<file path="config.mk">
export PLATFORM = sky130hd
export DESIGN_NAME = ccl_frame_sequencer
export DESIGN_NICKNAME = d
export VERILOG_FILES = /design/src/rtl/ccl_pkg.sv /design/src/rtl/ccl_seq_timer.sv /design/src/rtl/ccl_frame_sequencer.sv
export SDC_FILE = /design/constraint.sdc
export NUM_CORES = 1
export LEC_CHECK = 0
export CAP_MARGIN = 20
export CORE_AREA = 2 2 61 63
export CTS_CLUSTER_SIZE = 40
export DETAILED_ROUTE_END_ITERATION = 7
export DIE_AREA = 0 0 63 65
export GPL_ROUTABILITY_DRIVEN = 0
export PLACE_DENSITY = 0.76
export SLEW_MARGIN = 40
export SYNTH_ARGS = -nofsm -noshare
export SYNTH_HDL_FRONTEND = slang
export SYNTH_SLANG_ARGS = --single-unit
</file>
<file path="constraint.sdc">
create_clock -name clk -period 5.25 [get_ports clk]
set_input_delay 0.525 -clock clk [delete_from_list [all_inputs] [get_ports clk]]
set_output_delay 0.525 -clock clk [all_outputs]
set_load 0.005 [all_outputs]
</file>
<file path="src/rtl/ccl_pkg.sv">
// Shared types and default geometry for the CCL frame sequencer.
package ccl_pkg;

  localparam int unsigned IMG_WIDTH_DEF  = 10;
  localparam int unsigned IMG_HEIGHT_DEF = 10;
  localparam int unsigned H_BLANK_DEF    = 10;
  localparam int unsigned V_TAIL_DEF     = 900;

  typedef enum logic [1:0] {
    ST_IDLE,
    ST_BLANK,
    ST_ACTIVE,
    ST_TAIL
  } seq_state_e;

  // Width helper that never returns zero, so 1-entry ranges still get a 1-bit vector.
  function automatic int unsigned clog2_min1(input int unsigned v);
    return (v > 1) ? $clog2(v) : 1;
  endfunction

endpackage

</file>
<file path="src/rtl/ccl_seq_timer.sv">
// Loadable down-counter; expired flags the final cycle of a loaded interval.
module ccl_seq_timer #(
  parameter int unsigned W = 8
) (
  input  logic         clk,
  input  logic         rst_n,
  input  logic         load,
  input  logic         en,
  input  logic [W-1:0] load_val,
  output logic         expired
);

  logic [W-1:0] count;

  always_ff @(posedge clk or negedge rst_n) begin
    if (!rst_n) begin
      count <= '0;
    end else if (load) begin
      count <= load_val;
    end else if (en && (count != '0)) begin
      count <= count - 1'b1;
    end
  end

  // A load of N therefore spans exactly N enabled cycles.
  assign expired = (count <= W'(1));

endmodule

</file>
<file path="src/rtl/ccl_frame_sequencer.sv">
// Streams a binary image from pixel memory to CCL as vsync/href/bit timing.
// Optional CCL_SEQ_FRAME_CNT_EN adds a 16-bit completed-frame counter output.
module ccl_frame_sequencer
  import ccl_pkg::*;
#(
  parameter int unsigned IMG_WIDTH  = IMG_WIDTH_DEF,
  parameter int unsigned IMG_HEIGHT = IMG_HEIGHT_DEF,
  parameter int unsigned H_BLANK    = H_BLANK_DEF,
  parameter int unsigned V_TAIL     = V_TAIL_DEF,
  parameter int unsigned ADDR_W     = clog2_min1(IMG_WIDTH * IMG_HEIGHT)
) (
  input  logic              clk,
  input  logic              rst_n,
  input  logic              start,
  input  logic              abort,
  output logic              busy,
  output logic              done,
  output logic              mem_rd_en,
  output logic [ADDR_W-1:0] mem_rd_addr,
  input  logic              mem_rd_data,
  output logic              per_img_vsync,
  output logic              per_img_href,
  output logic              per_img_bit
`ifdef CCL_SEQ_FRAME_CNT_EN
  ,
  output logic [15:0]       frame_cnt
`endif
);

  localparam int unsigned COL_W = clog2_min1(IMG_WIDTH);
  localparam int unsigned ROW_W = clog2_min1(IMG_HEIGHT);
  localparam int unsigned TMR_W = clog2_min1(((H_BLANK > V_TAIL) ? H_BLANK : V_TAIL) + 1);
  localparam logic [COL_W-1:0] COL_LAST = COL_W'(IMG_WIDTH - 1);
  localparam logic [ROW_W-1:0] ROW_LAST = ROW_W'(IMG_HEIGHT - 1);

  seq_state_e        state, state_n;
  logic [COL_W-1:0]  col;
  logic [ROW_W-1:0]  row;
  logic [ADDR_W-1:0] addr;
  logic              tmr_load, tmr_en, tmr_expired;
  logic [TMR_W-1:0]  tmr_val;
  logic              line_end, frame_end;
  logic              vsync_q, href_q;

  assign line_end  = (col == COL_LAST);
  assign frame_end = line_end && (row == ROW_LAST);

  ccl_seq_timer #(.W(TMR_W)) u_timer (
    .clk      (clk),
    .rst_n    (rst_n),
    .load     (tmr_load),
    .en       (tmr_en),
    .load_val (tmr_val),
    .expired  (tmr_expired)
  );

  always_comb begin
    state_n  = state;
    tmr_load = 1'b0;
    tmr_val  = TMR_W'(H_BLANK);
    done     = 1'b0;
    case (state)
      ST_IDLE: begin
        if (start && !abort) begin
          state_n  = ST_BLANK;
          tmr_load = 1'b1;
        end
      end
      ST_BLANK: begin
        if (tmr_expired) state_n = ST_ACTIVE;
      end
      ST_ACTIVE: begin
        if (line_end) begin
          tmr_load = 1'b1;
          if (frame_end) begin
            state_n = ST_TAIL;
            tmr_val = TMR_W'(V_TAIL);
          end else begin
            state_n = ST_BLANK;
          end
        end
      end
      ST_TAIL: begin
        if (tmr_expired) begin
          state_n = ST_IDLE;
          done    = 1'b1;
        end
      end
      default: state_n = ST_IDLE;
    endcase
    if (abort && (state != ST_IDLE)) begin
      state_n  = ST_IDLE;
      tmr_load = 1'b0;
      done     = 1'b0;
    end
  end

  assign tmr_en    = (state == ST_BLANK) || (state == ST_TAIL);
  assign busy      = (state != ST_IDLE);
  assign mem_rd_en = (state == ST_ACTIVE);

  // Running address replaces row*IMG_WIDTH+col; it holds on the last pixel so it never overruns.
  always_ff @(posedge clk or negedge rst_n) begin
    if (!rst_n) begin
      state   <= ST_IDLE;
      row     <= '0;
      col     <= '0;
      addr    <= '0;
      vsync_q <= 1'b0;
      href_q  <= 1'b0;
    end else begin
      state   <= state_n;
      vsync_q <= ((state == ST_BLANK) || (state == ST_ACTIVE)) && !abort;
      href_q  <= (state == ST_ACTIVE) && !abort;
      if (state == ST_IDLE) begin
        row  <= '0;
        col  <= '0;
        addr <= '0;
      end else if (state == ST_ACTIVE) begin
        if (line_end) begin
          col <= '0;
          if (!frame_end) row <= row + 1'b1;
        end else begin
          col <= col + 1'b1;
        end
        if (!frame_end) addr <= addr + 1'b1;
      end
    end
  end

  assign mem_rd_addr   = mem_rd_en ? addr : '0;
  assign per_img_vsync = vsync_q;
  assign per_img_href  = href_q;
  assign per_img_bit   = href_q & mem_rd_data;

`ifdef CCL_SEQ_FRAME_CNT_EN
  always_ff @(posedge clk or negedge rst_n) begin
    if (!rst_n) begin
      frame_cnt <= '0;
    end else if (done) begin
      frame_cnt <= frame_cnt + 16'd1;
    end
  end
`endif

endmodule

</file>
After elaboration in Yosys (flattened, before gate mapping):

Cells that the tools add are included.

* bitwise gates (word level): 1
* mux-type cells: 30
* reductions and logical operators: 18
* eq/ne operators: 10
* add/subtract/negate cells: 4
* $lt $le $gt $ge: 1

Operators with widths (count)
* 10-bit two-way mux: 5
* 4-bit two-way mux: 7
* 7-bit two-way mux: 4
* 2-bit two-way mux: 6
* 10-bit by 1-bit less-or-equal comparator with 1-bit output (second input constant): 1
* 10-bit nonzero test: 1
* 10-bit by 1-bit subtractor with 10-bit output (second input constant): 1
* 3-bit != test (second input constant): 3
* 4-bit by 1-bit adder with 4-bit output (second input constant): 2
* 4-bit == test (second input constant): 2
* 2-bit one-hot mux with 4 select lines: 1
* 2-bit nonzero test: 4
* 7-bit by 1-bit adder with 7-bit output (second input constant): 1
* 1-bit logical AND: 6
* 1-bit two-way mux: 6
* 2-bit == test (second input constant): 2
* 4-bit AND reduction: 1
* 3-bit by 1-bit != test with 1-bit output (second input constant): 1
* 3-bit AND reduction: 1
* 2-bit by 1-bit == test with 1-bit output (second input constant): 1
* 2-bit logical NOT: 1
* 1-bit logical OR: 2
* 2-bit by 1-bit != test with 1-bit output (second input constant): 1
* 1-bit one-hot mux with 2 select lines: 1
* 3 further kinds: 3

* output and inout port bits: 13
* bits of input ports: 5
* word-level logic and storage cells: 71
* bits in registers: 29

Longest topological paths before layout:

* word-level depth: 6
* depth in mapped cells: 8
* gate-level depth less buffers: 6

Modules after synthesis:

From an unflattened synthesis, not the netlist that was laid out.

* cells, all modules: 211
* area total of the unflattened synthesis: 1893.1 sq um

By module, submodules not included
* ccl_frame_sequencer: cells each 137, instances 1, area an instance 1202.4 sq um, seq. area each 475.5 sq um
* ccl_seq_timer: cells each 74, instances 1, area an instance 690.7 sq um, seq. area each 250.2 sq um

Worst setup path before layout:

OpenSTA, ideal clock, no wires.

* path kind: flip-flop to flip-flop
* start point: register state[0]
* end point: register u_timer.count[9]
* path slack: 3.158 ns
* period minus slack after synthesis: 2.092 ns
* cell stages (with the launch flop): 9
* data required time: 5.109 ns
* library setup time: 0.141 ns
* arrival time: 1.952 ns
* cells stage by stage: dfrtp_1 inv_1 ha_1 clkbuf_1 and4b_1 a22oi_1 clkbuf_1 mux2i_1 o221ai_1

* longest elaborated chain between the ends: 4
* elaborated cells on any way between the ends: 13

RTL lines
* from (decl): RTL line ccl_frame_sequencer.sv:36 `seq_state_e state, state_n;`
* from (signal assigned): RTL line ccl_frame_sequencer.sv:112 `state <= state_n;`
* 2-bit == test (*)
* via mem_rd_en: RTL line ccl_frame_sequencer.sv:18 `output logic mem_rd_en,`
* 1-bit one-hot mux with 2 select lines: RTL line ccl_frame_sequencer.sv:62 `case (state)`
* 1-bit two-way mux: RTL line ccl_frame_sequencer.sv:91 `if (abort && (state != ST_IDLE)) begin`
* 10-bit two-way mux or 2-bit nonzero test (tied branches)
* to (signal assigned): RTL line ccl_seq_timer.sv:19 `count <= load_val;`
* to (signal assigned): RTL line ccl_seq_timer.sv:21 `count <= count - 1'b1;`
* to (decl): RTL line ccl_seq_timer.sv:13 `logic [W-1:0] count;`

Mark *: on every way through the listed nets, which the timed path passes. The rest lies on a longest branch.
A chain may end at the register's enable or synchronous reset.

Worst setup path after layout:

* start point: register state[1]
* end point: output done

* longest elaborated chain between the ends: 3
* elaborated cells on any way between the ends: 5

RTL lines
* 2-bit == test or 2-bit nonzero test (tied branches): RTL line ccl_frame_sequencer.sv:62, ccl_frame_sequencer.sv:91
* 1-bit two-way mux or 1-bit logical AND (tied branches): RTL line ccl_frame_sequencer.sv:62, ccl_frame_sequencer.sv:91
* 1-bit two-way mux (*): RTL line ccl_frame_sequencer.sv:91
* to (decl): RTL line ccl_frame_sequencer.sv:17 `output logic done,`

Every way passes the cells marked *; elsewhere a longest branch is shown, timed or not.

==> impl_metrics.json <==
{
  "power.leakage_nw": 0.892,
  "hold_viol": 0,
  "ys_seq_area_share_pct": 39.3,
  "synth_area_per_cell_sq_um": 9.48,
  "ys_ff_latch": 29,
  "fin_area_sq_um": 2130,
  "syn_area_sq_um": 1850,
  "mostFrequentLayoutCell": "dfrtp_1",
  "wire_per_inst_um": 14.7,
  "slew_violations": 0,
  "dr.pass1.iters": 4,
  "initial_core_util_pct": 52.9,
  "dieArea_sq_um": 4100,
  "n_fill_cell": 319,
  "drtAntennaViolNets": 0,
  "post_cts_buffers": 0,
  "clock_path_buffers": 2,
  "drtIter0Drc": 100,
  "die_y_um": 65,
  "tightest_slew_ps": 709,
  "finalCritPeriodShare_pct": 58.8,
  "wl_um": 3880,
  "cts_tree": "done",
  "fin_tns_setup_ps": 0,
  "cp-start-kind": "flip-flop",
  "syn-num-nets": 212,
  "cts_sinks": 29,
  "async_flop_share_pct": 100,
  "synth_cell_type_count": 56,
  "status": "finished clean",
  "rsz0062_at_grt": "no",
  "cts_root_buffer": "clkbuf_4",
  "grt_antenna_before_repair": 0,
  "arrival_ps": 2560,
  "final_net_count": 231,
  "cts_max_level": 2,
  "yosys_warnings": 0,
  "hp-class": "flip-flop to flip-flop",
  "synthesis.instances": 195,
  "final_cells": 263,
  "dp.cells": 254,
  "final_cell_mix": "dfrtp_1 (29), nor2_1 (23), clkdlybuf4s50_1 (17), ha_1 (12), nand2_1 (10)",
  "antenna_cells": 0,
  "via_count": 1582,
  "clock.fmax_mhz": 324,
  "worstSkewPairLatency_ps": 330,
  "slew_headroom_pct": 52.8,
  "grt_overflow_total": 0,
  "cts_buffers": 5,
  "required_ps": 4720,
  "area_growth_syn_to_layout_pct": 15.4,
  "p_per_area_nw_per_um2": 427,
  "io_pins": 18,
  "grtUsageTotal_pct": 21.4,
  "ir_worst_vdd_mv": 0.315,
  "synth_ff_type": "dfrtp_1",
  "fp-row-count": 22,
  "cts.clk_slew.worst_paths_ps": 100,
  "hold_buffers": 0,
  "detailed_place_hpwl_um": 2810,
  "synth_area_leader_cell": "dfrtp_1",
  "maxCapViolations": 0,
  "yosysTopAreaCellShare_pct": 39.3,
  "postPlaceCellArea_sq_um": 2050,
  "port-buffer-count": 17,
  "grt_start_max_net_pins": 30,
  "seqCellArea_sq_um": 726,
  "core-area_sq_um": 3500,
  "synth_edf_count": 0,
  "die_w_um": 63,
  "drive_gt1_share_pct": 10.2,
  "period_minus_slack_ps": 3090,
  "cts_resized": 0,
  "fin_util_pct": 61.0,
  "drc": 0,
  "multi_input_area_sq_um": 1060,
  "critPathKind": "flip-flop to primary output",
  "p_total_w": 0.000911,
  "clock_skew_ps": 13.1,
  "grt_pass1_wl_um": 6880,
  "first_global_vias": 1539,
  "crit_path_end_kind": "primary output",
  "cp_max_fo": 21,
  "synthTopCellsByArea": "dfrtp_1 (39%), ha_1 (8.1%), nor2_1 (4.7%)",
  "vias_per_cell": 6.02,
  "finalSetupViolCount": 0
}
final cells by class:
| class | instances | share of cell area, % |
|---|---|---|
| Timing Repair Buffer | 19 | 8.57 |
| Tap cell | 48 | 2.82 |
| Clock inverter | 1 | 0.235 |
| Clock buffer | 7 | 3.05 |
| Inverter | 9 | 1.58 |
| Multi-Input combinational cell | 150 | 49.7 |
| Sequential cell | 29 | 34.0 |
critical path, stage by stage, from the launching register on:
cell,delay [ps]
dfrtp_1,460
inv_1,130
ha_1,630
nand2b_1,310
and3_1,210
clkdlybuf4s50_1,500
logic make-up (layout without fill, tap and decap cells):
family,after synthesis,in the layout,share of synthesized area [%]
AND/OR/NAND/NOR,80,80,23.4
AO/OA/AOI/OAI,44,44,18.6
buffers and inverters,16,36,3.66
adder cells (fa/ha/maj),12,12,8.12
XOR/XNOR,11,11,5.21
multiplexers,3,3,1.69
flip-flops,29,29,39.3
sequential cells by signal (all words and copies together) (netlist names):
register	count
per_img_href	1
row	4
u_timer.count	10
state	2
addr	7
col	4
per_img_vsync	1
stage by stage:
step / setup slack [ps] / hold WS, ps
after detailed placement: 2490 / 532
final: 2160 / 542
after global routing: 1960 / 580
after floorplan: 3160 / 229
after CTS: 2150 / 555
after global placement: 2620 / 525
cell usage after synthesis (3+ instances only):
| cell | n |
|---|---|
| nor3_1 | 4 |
| inv_1 | 9 |
| or2_2 | 4 |
| nand2_1 | 10 |
| o2111ai_1 | 3 |
| nand3_1 | 7 |
| xor2_1 | 9 |
| nor2_1 | 23 |
| or4_1 | 3 |
| clkbuf_1 | 6 |
| nor4_1 | 4 |
| o211ai_1 | 3 |
| a21oi_1 | 6 |
| and2_1 | 9 |
| o21ai_0 | 7 |
| ha_1 | 12 |
| dfrtp_1 | 29 |
per-layer routing:
metal / global-route usage, % / routed length [um] / up-vias
li1: - / - / 753
met1: 26.5 / 1800 / 770
met2: 34.3 / 1800 / 51
met3: 5.90 / 203 / 8
met4: 10.6 / 71 / 0
met5: 0 / 0 / -
final timing paths:
| kind | from | end | slack (ps) | depth (start not counted) |
|---|---|---|---|---|
| worst max-delay path | state[1]$_DFFE_PN0P_ | done | 2160 | 5 |
| min in group asynchronous | rst_n | state[0]$_DFFE_PN0P_ | 570 | 2 |
| worst min register to register | addr[6]$_DFFE_PN0P_ | addr[6]$_DFFE_PN0P_ | 540 | 2 |
| worst min-delay path | addr[6]$_DFFE_PN0P_ | addr[6]$_DFFE_PN0P_ | 540 | 2 |
| worst max register to register | state[1]$_DFFE_PN0P_ | u_timer.count[1]$_DFFE_PN0P_ | 2580 | 7 |
| max in group asynchronous | rst_n | per_img_vsync$_DFF_PN0_ | 4410 | 2 |
power breakdown:
part / total, W / switching, W / internal [W]
registers: 0.000331 / 0.0000605 / 0.000271
clock network: 0.000159 / 0.0000812 / 0.0000776
logic: 0.000421 / 0.000245 / 0.000176
total: 0.000911 / 0.000387 / 0.000525
Power figures use the tool's default switching activity.
